File: config.mk
export PLATFORM = sky130hd
export DESIGN_NAME = serial_rx_deser_flat
export DESIGN_NICKNAME = d
export VERILOG_FILES = /design/src/rtl/serial_rx_deser_if.sv /design/src/rtl/serial_rx_deser.sv /design/src/flat_wrapper.sv
export SDC_FILE = /design/constraint.sdc
export NUM_CORES = 1
export LEC_CHECK = 0
export CAP_MARGIN = 15
export CORE_MARGIN = 3
export CORE_UTILIZATION = 65
export DETAILED_ROUTE_END_ITERATION = 8
export DONT_BUFFER_PORTS = 1
export PLACE_DENSITY = 0.83
export RECOVER_POWER = 25
export SYNTH_ARGS = -nofsm -noshare
export SYNTH_HDL_FRONTEND = slang
export SYNTH_SLANG_ARGS = --single-unit
export TNS_END_PERCENT = 30
File: constraint.sdc
create_clock -name clock -period 2.73 [get_ports clock]
set_input_delay 0.546 -clock clock [delete_from_list [all_inputs] [get_ports clock]]
set_output_delay 0.546 -clock clock [all_outputs]
set_load 0.005 [all_outputs]
File: src/rtl/serial_rx_deser_if.sv
// Serial receiver bundle: the serial line in, the parallel word and its strobes out.
// The receiver binds to the slave modport; whoever drives the line uses master.
interface serial_rx_deser_if #(
  parameter int DATA_W = 8
);
  logic              rx_serial;
  logic [DATA_W-1:0] data_out;
  logic              data_valid;
  logic              frame_err;
  logic              parity_err;
  logic              busy;

  modport master (
    output rx_serial,
    input  data_out,
    input  data_valid,
    input  frame_err,
    input  parity_err,
    input  busy
  );

  modport slave (
    input  rx_serial,
    output data_out,
    output data_valid,
    output frame_err,
    output parity_err,
    output busy
  );
endinterface

File: src/rtl/serial_rx_deser.sv
// UART-style serial-to-parallel receiver with mid-bit sampling and 2-FF input sync.
// Define RX_PARITY_EN to add an even-parity bit between the data and stop bits.
module serial_rx_deser #(
  parameter int DATA_W       = 8,
  parameter int CLKS_PER_BIT = 16
) (
  input logic           clock,
  input logic           reset,
  serial_rx_deser_if.slave bus
);

  localparam int CW = $clog2(CLKS_PER_BIT);
  localparam int IW = (DATA_W > 1) ? $clog2(DATA_W) : 1;

  localparam logic [CW-1:0] CNT_LAST = CW'(CLKS_PER_BIT - 1);
  localparam logic [CW-1:0] CNT_MID  = CW'(CLKS_PER_BIT / 2 - 1);
  localparam logic [IW-1:0] IDX_LAST = IW'(DATA_W - 1);

  typedef enum logic [2:0] {
    IDLE,
    START,
    DATA,
`ifdef RX_PARITY_EN
    PARITY,
`endif
    STOP,
    WAIT_IDLE
  } state_t;

  state_t state, state_n;

  logic              sync1, rx_s;
  logic [CW-1:0]     cnt, cnt_n;
  logic [IW-1:0]     idx, idx_n;
  logic [DATA_W-1:0] shift, shift_n;
  logic [DATA_W-1:0] data_q, data_n;
  logic              valid_q, valid_n;
  logic              ferr_q, ferr_n;

  logic cnt_last;
  logic cnt_mid;

  assign cnt_last = (cnt == CNT_LAST);
  assign cnt_mid  = (cnt == CNT_MID);

`ifdef RX_PARITY_EN
  logic par_q, par_n;
  logic perr_q, perr_n;
  logic par_bad;

  // even parity: data bits plus parity bit must XOR to zero
  assign par_bad = ^{shift, par_q};
`endif

  always_ff @(posedge clock) begin
    if (reset) begin
      sync1   <= 1'b1;
      rx_s    <= 1'b1;
      state   <= IDLE;
      cnt     <= '0;
      idx     <= '0;
      shift   <= '0;
      data_q  <= '0;
      valid_q <= 1'b0;
      ferr_q  <= 1'b0;
`ifdef RX_PARITY_EN
      par_q   <= 1'b0;
      perr_q  <= 1'b0;
`endif
    end else begin
      sync1   <= bus.rx_serial;
      rx_s    <= sync1;
      state   <= state_n;
      cnt     <= cnt_n;
      idx     <= idx_n;
      shift   <= shift_n;
      data_q  <= data_n;
      valid_q <= valid_n;
      ferr_q  <= ferr_n;
`ifdef RX_PARITY_EN
      par_q   <= par_n;
      perr_q  <= perr_n;
`endif
    end
  end

  always_comb begin
    state_n = state;
    cnt_n   = cnt;
    idx_n   = idx;
    shift_n = shift;
    data_n  = data_q;
    valid_n = 1'b0;
    ferr_n  = 1'b0;
`ifdef RX_PARITY_EN
    par_n   = par_q;
    perr_n  = 1'b0;
`endif
    unique case (state)
      IDLE: begin
        cnt_n = '0;
        idx_n = '0;
        if (!rx_s) state_n = START;
      end
      START: begin
        if (cnt_mid) begin
          cnt_n   = '0;
          idx_n   = '0;
          state_n = rx_s ? IDLE : DATA;
        end else begin
          cnt_n = cnt + 1'b1;
        end
      end
      DATA: begin
        if (cnt_last) begin
          cnt_n        = '0;
          shift_n[idx] = rx_s;
          if (idx == IDX_LAST) begin
`ifdef RX_PARITY_EN
            state_n = PARITY;
`else
            state_n = STOP;
`endif
          end else begin
            idx_n = idx + 1'b1;
          end
        end else begin
          cnt_n = cnt + 1'b1;
        end
      end
`ifdef RX_PARITY_EN
      PARITY: begin
        if (cnt_last) begin
          cnt_n   = '0;
          par_n   = rx_s;
          state_n = STOP;
        end else begin
          cnt_n = cnt + 1'b1;
        end
      end
`endif
      STOP: begin
        if (cnt_last) begin
          cnt_n = '0;
          if (rx_s) begin
            state_n = IDLE;
`ifdef RX_PARITY_EN
            if (par_bad) begin
              perr_n = 1'b1;
            end else begin
              valid_n = 1'b1;
              data_n  = shift;
            end
`else
            valid_n = 1'b1;
            data_n  = shift;
`endif
          end else begin
            // framing error wins over any parity result
            ferr_n  = 1'b1;
            state_n = WAIT_IDLE;
          end
        end else begin
          cnt_n = cnt + 1'b1;
        end
      end
      WAIT_IDLE: begin
        cnt_n = '0;
        if (rx_s) state_n = IDLE;
      end
      default: begin
        state_n = IDLE;
        cnt_n   = '0;
        idx_n   = '0;
      end
    endcase
  end

  assign bus.data_out   = data_q;
  assign bus.data_valid = valid_q;
  assign bus.frame_err  = ferr_q;
  assign bus.busy       = (state != IDLE);
`ifdef RX_PARITY_EN
  assign bus.parity_err = perr_q;
`else
  assign bus.parity_err = 1'b0;
`endif

endmodule
File: src/flat_wrapper.sv
// flat-port wrapper written by rule: the top's interface ports become plain ports
module serial_rx_deser_flat 
#(
  parameter int DATA_W       = 8,
  parameter int CLKS_PER_BIT = 16
)
  (clock, reset, bus_rx_serial, bus_data_out, bus_data_valid, bus_frame_err, bus_parity_err, bus_busy);
  serial_rx_deser_if #(.DATA_W(DATA_W)) bus_i ();
  input logic clock;
  input logic reset;
  input wire logic [$bits(bus_i.rx_serial)-1:0] bus_rx_serial;
  output wire logic [$bits(bus_i.data_out)-1:0] bus_data_out;
  output wire logic [$bits(bus_i.data_valid)-1:0] bus_data_valid;
  output wire logic [$bits(bus_i.frame_err)-1:0] bus_frame_err;
  output wire logic [$bits(bus_i.parity_err)-1:0] bus_parity_err;
  output wire logic [$bits(bus_i.busy)-1:0] bus_busy;
  assign bus_i.rx_serial = bus_rx_serial;
  assign bus_data_out = bus_i.data_out;
  assign bus_data_valid = bus_i.data_valid;
  assign bus_frame_err = bus_i.frame_err;
  assign bus_parity_err = bus_i.parity_err;
  assign bus_busy = bus_i.busy;
  serial_rx_deser #(.DATA_W(DATA_W), .CLKS_PER_BIT(CLKS_PER_BIT)) u_core (.clock(clock), .reset(reset), .bus(bus_i));
endmodule
* Word-level counts from Yosys, hierarchy flattened
Cells that the tools add are included.
** Storage, ports and cells
- Register bits :: 30
- Bits of input ports :: 3
- Output and inout bits :: 12
- Word-level logic and storage cells :: 61
** Cells by class
- Add/subtract/negate cells :: 2
- $lt $le $gt $ge :: 2
- Equality and inequality tests :: 14
- Multiplexer cells :: 21
- Bitwise gates (word level) :: 3
- Reductions and logical operators :: 10
** Operators with widths (number)
- $mux 3 :: 10
- $pmux 3 s5 :: 1
- $ne 2x1->1 const B :: 5
- $pmux 3 s3 :: 1
- $bwmux 8 :: 1
- $mux 4 :: 2
- $pmux 4 s2 :: 1
- $eq 3x2->1 const B :: 2
- $eq 3x3->1 const B :: 2
- $reduce_and 6->1 :: 1
- $add 4x1->4 const B :: 1
- $eq 4x3->1 const B :: 1
- $eq 4x4->1 const B :: 1
- $lt 3x4->1 const B :: 1
- $ne 2x2->1 const B :: 2
- $reduce_and 4->1 :: 1
- $reduce_or 2->1 :: 2
- $add 3x1->3 const B :: 1
- $demux 1 s3 :: 1
- $eq 3x1->1 const B :: 1
- $ge 3x1->1 const B :: 1
- $logic_not 3->1 :: 1
- $mux 1 :: 3
- $not 1->1 :: 3
- other kinds (6) :: 6

* Logic depth before layout (Yosys ltp)
- Depth in word-level cells :: 5
- Gate-level depth with buffers :: 7
- Gate-level depth less buffers :: 6

* Worst setup path before layout
OpenSTA, ideal clock, no wires.
- Path type :: register -> register
- From :: register u_core.cnt[0]
- To :: register u_core.idx[0]
- Setup time :: 0.072 ns
- Arrival :: 1.387 ns
- Slack :: 1.271 ns
- Cell stages (with the launch flop) :: 6
- Buffers on the path :: 0
- Clock period less this slack :: 1.459 ns
- Path through :: dfxtp_1 > ha_1 > and3_4 > or3_1 > nand4_2 > mux2i_1
** On the way
- Cells in the longest elaborated chain, start to end :: 3
- Elaborated cells between the ends (all ways) :: 5
- Classes of those cells :: eq/ne (4); reduce/logical (1)
** Ends and longest elaborated chain
- start: declaration :: RTL line serial_rx_deser.sv:33 : logic [CW-1:0] cnt, cnt_n;
- start signal: assignment :: RTL line serial_rx_deser.sv:74 : cnt <= cnt_n;
- $eq 4x4->1 / $eq 4x3->1 (equally long branches) :: RTL line serial_rx_deser.sv:43, serial_rx_deser.sv:44
- $ne 2x1->1 (no source line)
- $reduce_and 4->1 (no source line) *
- end signal: assignment :: RTL line serial_rx_deser.sv:75 : idx <= idx_n;
- end: declaration :: RTL line serial_rx_deser.sv:34 : logic [IW-1:0] idx, idx_n;
Every way passes the cells marked *; elsewhere a longest branch is shown, timed or not.
A chain may end at the register's enable or synchronous reset.

* Final worst setup path
- From :: register u_core.state[0]
- To :: output bus_busy
** On the way
- Cells in the longest elaborated chain, start to end :: 1
** Ends and longest elaborated chain
- start: declaration :: RTL line serial_rx_deser.sv:30 : state_t state, state_n;
- start signal: assignment :: RTL line serial_rx_deser.sv:73 : state <= state_n;
- $reduce_bool 3->1 :: RTL line serial_rx_deser.sv:182 : assign bus.busy = (state != IDLE);
- end: declaration :: RTL line flat_wrapper.sv:16 : output wire logic [$bits(bus_i.busy)-1:0] bus_busy;
Every way passes these cells.

==> run metrics <==
status completed; Area Overhead vs Synth 0.355%; antenna viol nets, final 0; CTS Buffer Depth 2; Period minus WS final roughly 1800 ps; CP Capture Type output pin; Final Hold Vio Count 0; CP delay by family, top flip-flops; max_cap viols 0; post-synthesis sequential area ratio 0.426; GR Util All Layers 0.212; net count after synthesis about 160; dpl hpwl between 1500 and 2000 um; Rel. slew slack 0.637; Net count, final 151; Slowest-stage cell, CP dfxtp_1; CTS tree done; CTS buffer count 5; Final WS setup about 960 ps; Starting Density 0.705; WS Path Type reg -> out; Diodes inserted 0; CTS Sinks 30; Worst-path clk slew 80 ps; Setup TNS Final 0 ps; pre-CTS WS around 1000 ps; global route overflow 0; Synth Instances 149; Core ar. 0.00200 mm2; Chip Width 52.6 um; Max Clock Skew about 3.9 ps; flops & latches, synth 30; CTS H-Tree Depth 2; maximum clock rate approximately 0.56 GHz; distinct cell type count after synthesis 37; vias per cell 6.10; Synthesis Warnings 0; critical path arrival roughly 1200 ps; Peak supply drop about 0.00044 V; cts repair resizes 0; synthesized cell area approximately 0.0014 mm2; worst skew pair latency ~320 ps; FILL cells between 100 and 150; DR iter-0 viols 23; required time of the critical path 2180 ps; initial antenna violation count 0; PD cells about 500 mW/mm2; share of layout cells above drive strength 1 0.0903; final setup vio count 0; Post-synth ARST share 0; Syn Area/Cell between 9 and 10 um2; routed length per placed instance about 15 um; max-slew violations 0; worst-margin pin slew around 540 ps; Post-CTS Setup Inserts 0; min-delay worst type in -> reg; Ports 15; critical path buffer and inverter count 0; EDFF count, synth 0; Tcrit/Tclk final 0.650; Die ar. roughly 0.0028 mm2; DR pass1 iterations 4; Worst Path Max Fanout 14; top_reg_cell synth dfxtp_1; post-detailed-routing wire length between 2000 and 3000 um; die height between 50 and 60 um; Residual DRC 0; Startpoint Class flop; root buf cell clkbuf_4; Leak Pwr 0.618 nW; # hold bufs at CTS 0; via count approximately 1,000; vias in the first global route around 980; I/O Buffers 0; Placer Congestion between 0.7 and 0.8; worst hold margin just under 300 ps; crit path cell chain or3_1; RSZ-0062 raised after global routing false; pin count of the biggest net entering global routing 32; first-pass GRT wire length slightly above 4000 um; FP Rows 16; CP max stage delay roughly 460 ps; post-route total power 0.000707 W
-- report_power, final --
group | internal (W) | switching, W
combinational | 0.00000747 | 0.00000632
sequential | 0.000440 | 0.00000624
clock | 0.000116 | 0.000131
total | 0.000563 | 0.000144
-- flip-flops by register name (all words and copies together) (netlist names) --
name                   flops
u_core.idx                 3
u_core.cnt                 4
u_core.sync1               1
u_core.rx_s                1
u_core.bus.frame_err       1
u_core.state               3
u_core.bus.data_out        8
u_core.shift               8
u_core.bus.data_valid      1
-- metal layers --
layer  GRT usage  vias up  part of all wire
met4       0.128        0             0.036
met5           0        -                 0
met3      0.0684       14             0.051
li1            -      511                 -
met2       0.349       27              0.49
met1       0.233      491              0.42
-- per-stage QoR --
| stage | area, um2 | utilization | std cells |
|---|---|---|---|
| floorplan | 1410 | - | 149 |
| global placement | 1370 | 0.682 | 165 |
| detailed placement | 1370 | 0.682 | 165 |
| CTS | 1420 | 0.708 | 171 |
| global route | 1420 | 0.708 | 171 |
| finish | 1420 | 0.708 | 171 |
-- worst reg2reg max path, cell delays in order, from the launching register on --
cell     delay [ps]
dfxtp_1         360
ha_1            220
and4b_1         450
nand4_4         270
mux2i_1         260
nor2_1           70
-- final cells by class --
| class | instances | area (um2) | area share |
|---|---|---|---|
| tap | 27 | 33.8 | 0.0239 |
| inverter | 2 | 7.51 | 0.00530 |
| clock buffer | 6 | 51.3 | 0.0362 |
| multi-input combinational | 106 | 723 | 0.511 |
| sequential | 30 | 601 | 0.424 |
-- final timing paths --
check,start,endpoint,slack [ps],cells after the start
setup / recovery,u_core.state[0]$_SDFFE_PP0P_,bus_busy,960,1
hold / removal,reset,u_core.shift[2]$_SDFFE_PP0P_,290,1
setup reg to reg,u_core.cnt[0]$_SDFF_PP0_,u_core.bus.data_out[4]$_SDFFE_PP0P_,970,5
hold reg to reg,u_core.sync1$_SDFF_PP1_,u_core.rx_s$_SDFF_PP1_,410,1
-- layout by cell type, fill, tap and decap left out, types with 2 or more instances in the layout --
cell      Yosys  routed
dfxtp_1      30      30
nor2_1       24      24
mux2i_1      19      19
nand3_1       6       6
nand2_1       5       5
o21ai_0       5       5
clkbuf_4      0       5
nor2b_1       4       4
nand4_1       4       4
nand2b_1      4       4
or3_1         3       3
ha_1          3       3
nor4_1        2       2
inv_1         2       2
nor3_1        2       2
and3_1        2       2
nor3b_1       2       2
a211oi_1      2       2
or2_2         2       2
o211ai_1      2       2
and2_1        2       2
-- cell usage after synthesis (all sizes together), types with 3 or more instances --
library cell,instances,area share
nand2b,4,0.018
mux2i,19,0.13
or3,3,0.013
buf,7,0.046
dfxtp,30,0.43
nor2,24,0.064
o21ai,5,0.018
nand2,5,0.013
nand3,6,0.021
clkbuf,4,0.011
and3,3,0.017
ha,3,0.027
nand4,6,0.042
nor2b,4,0.018
-- logic make-up (layout without fill, tap and decap cells) --
kind of cell | Yosys count | in the layout | synth area share
buf+inv | 13 | 8 | 0.0620
flops | 30 | 30 | 0.426
other cells | 1 | 1 | 0.00266
fa+ha+maj | 3 | 3 | 0.0266
xor+xnor | 1 | 1 | 0.00621
mux | 20 | 20 | 0.143
simple gates | 68 | 68 | 0.269
compound gates | 13 | 13 | 0.0656
Power figures use the tool's default switching activity.
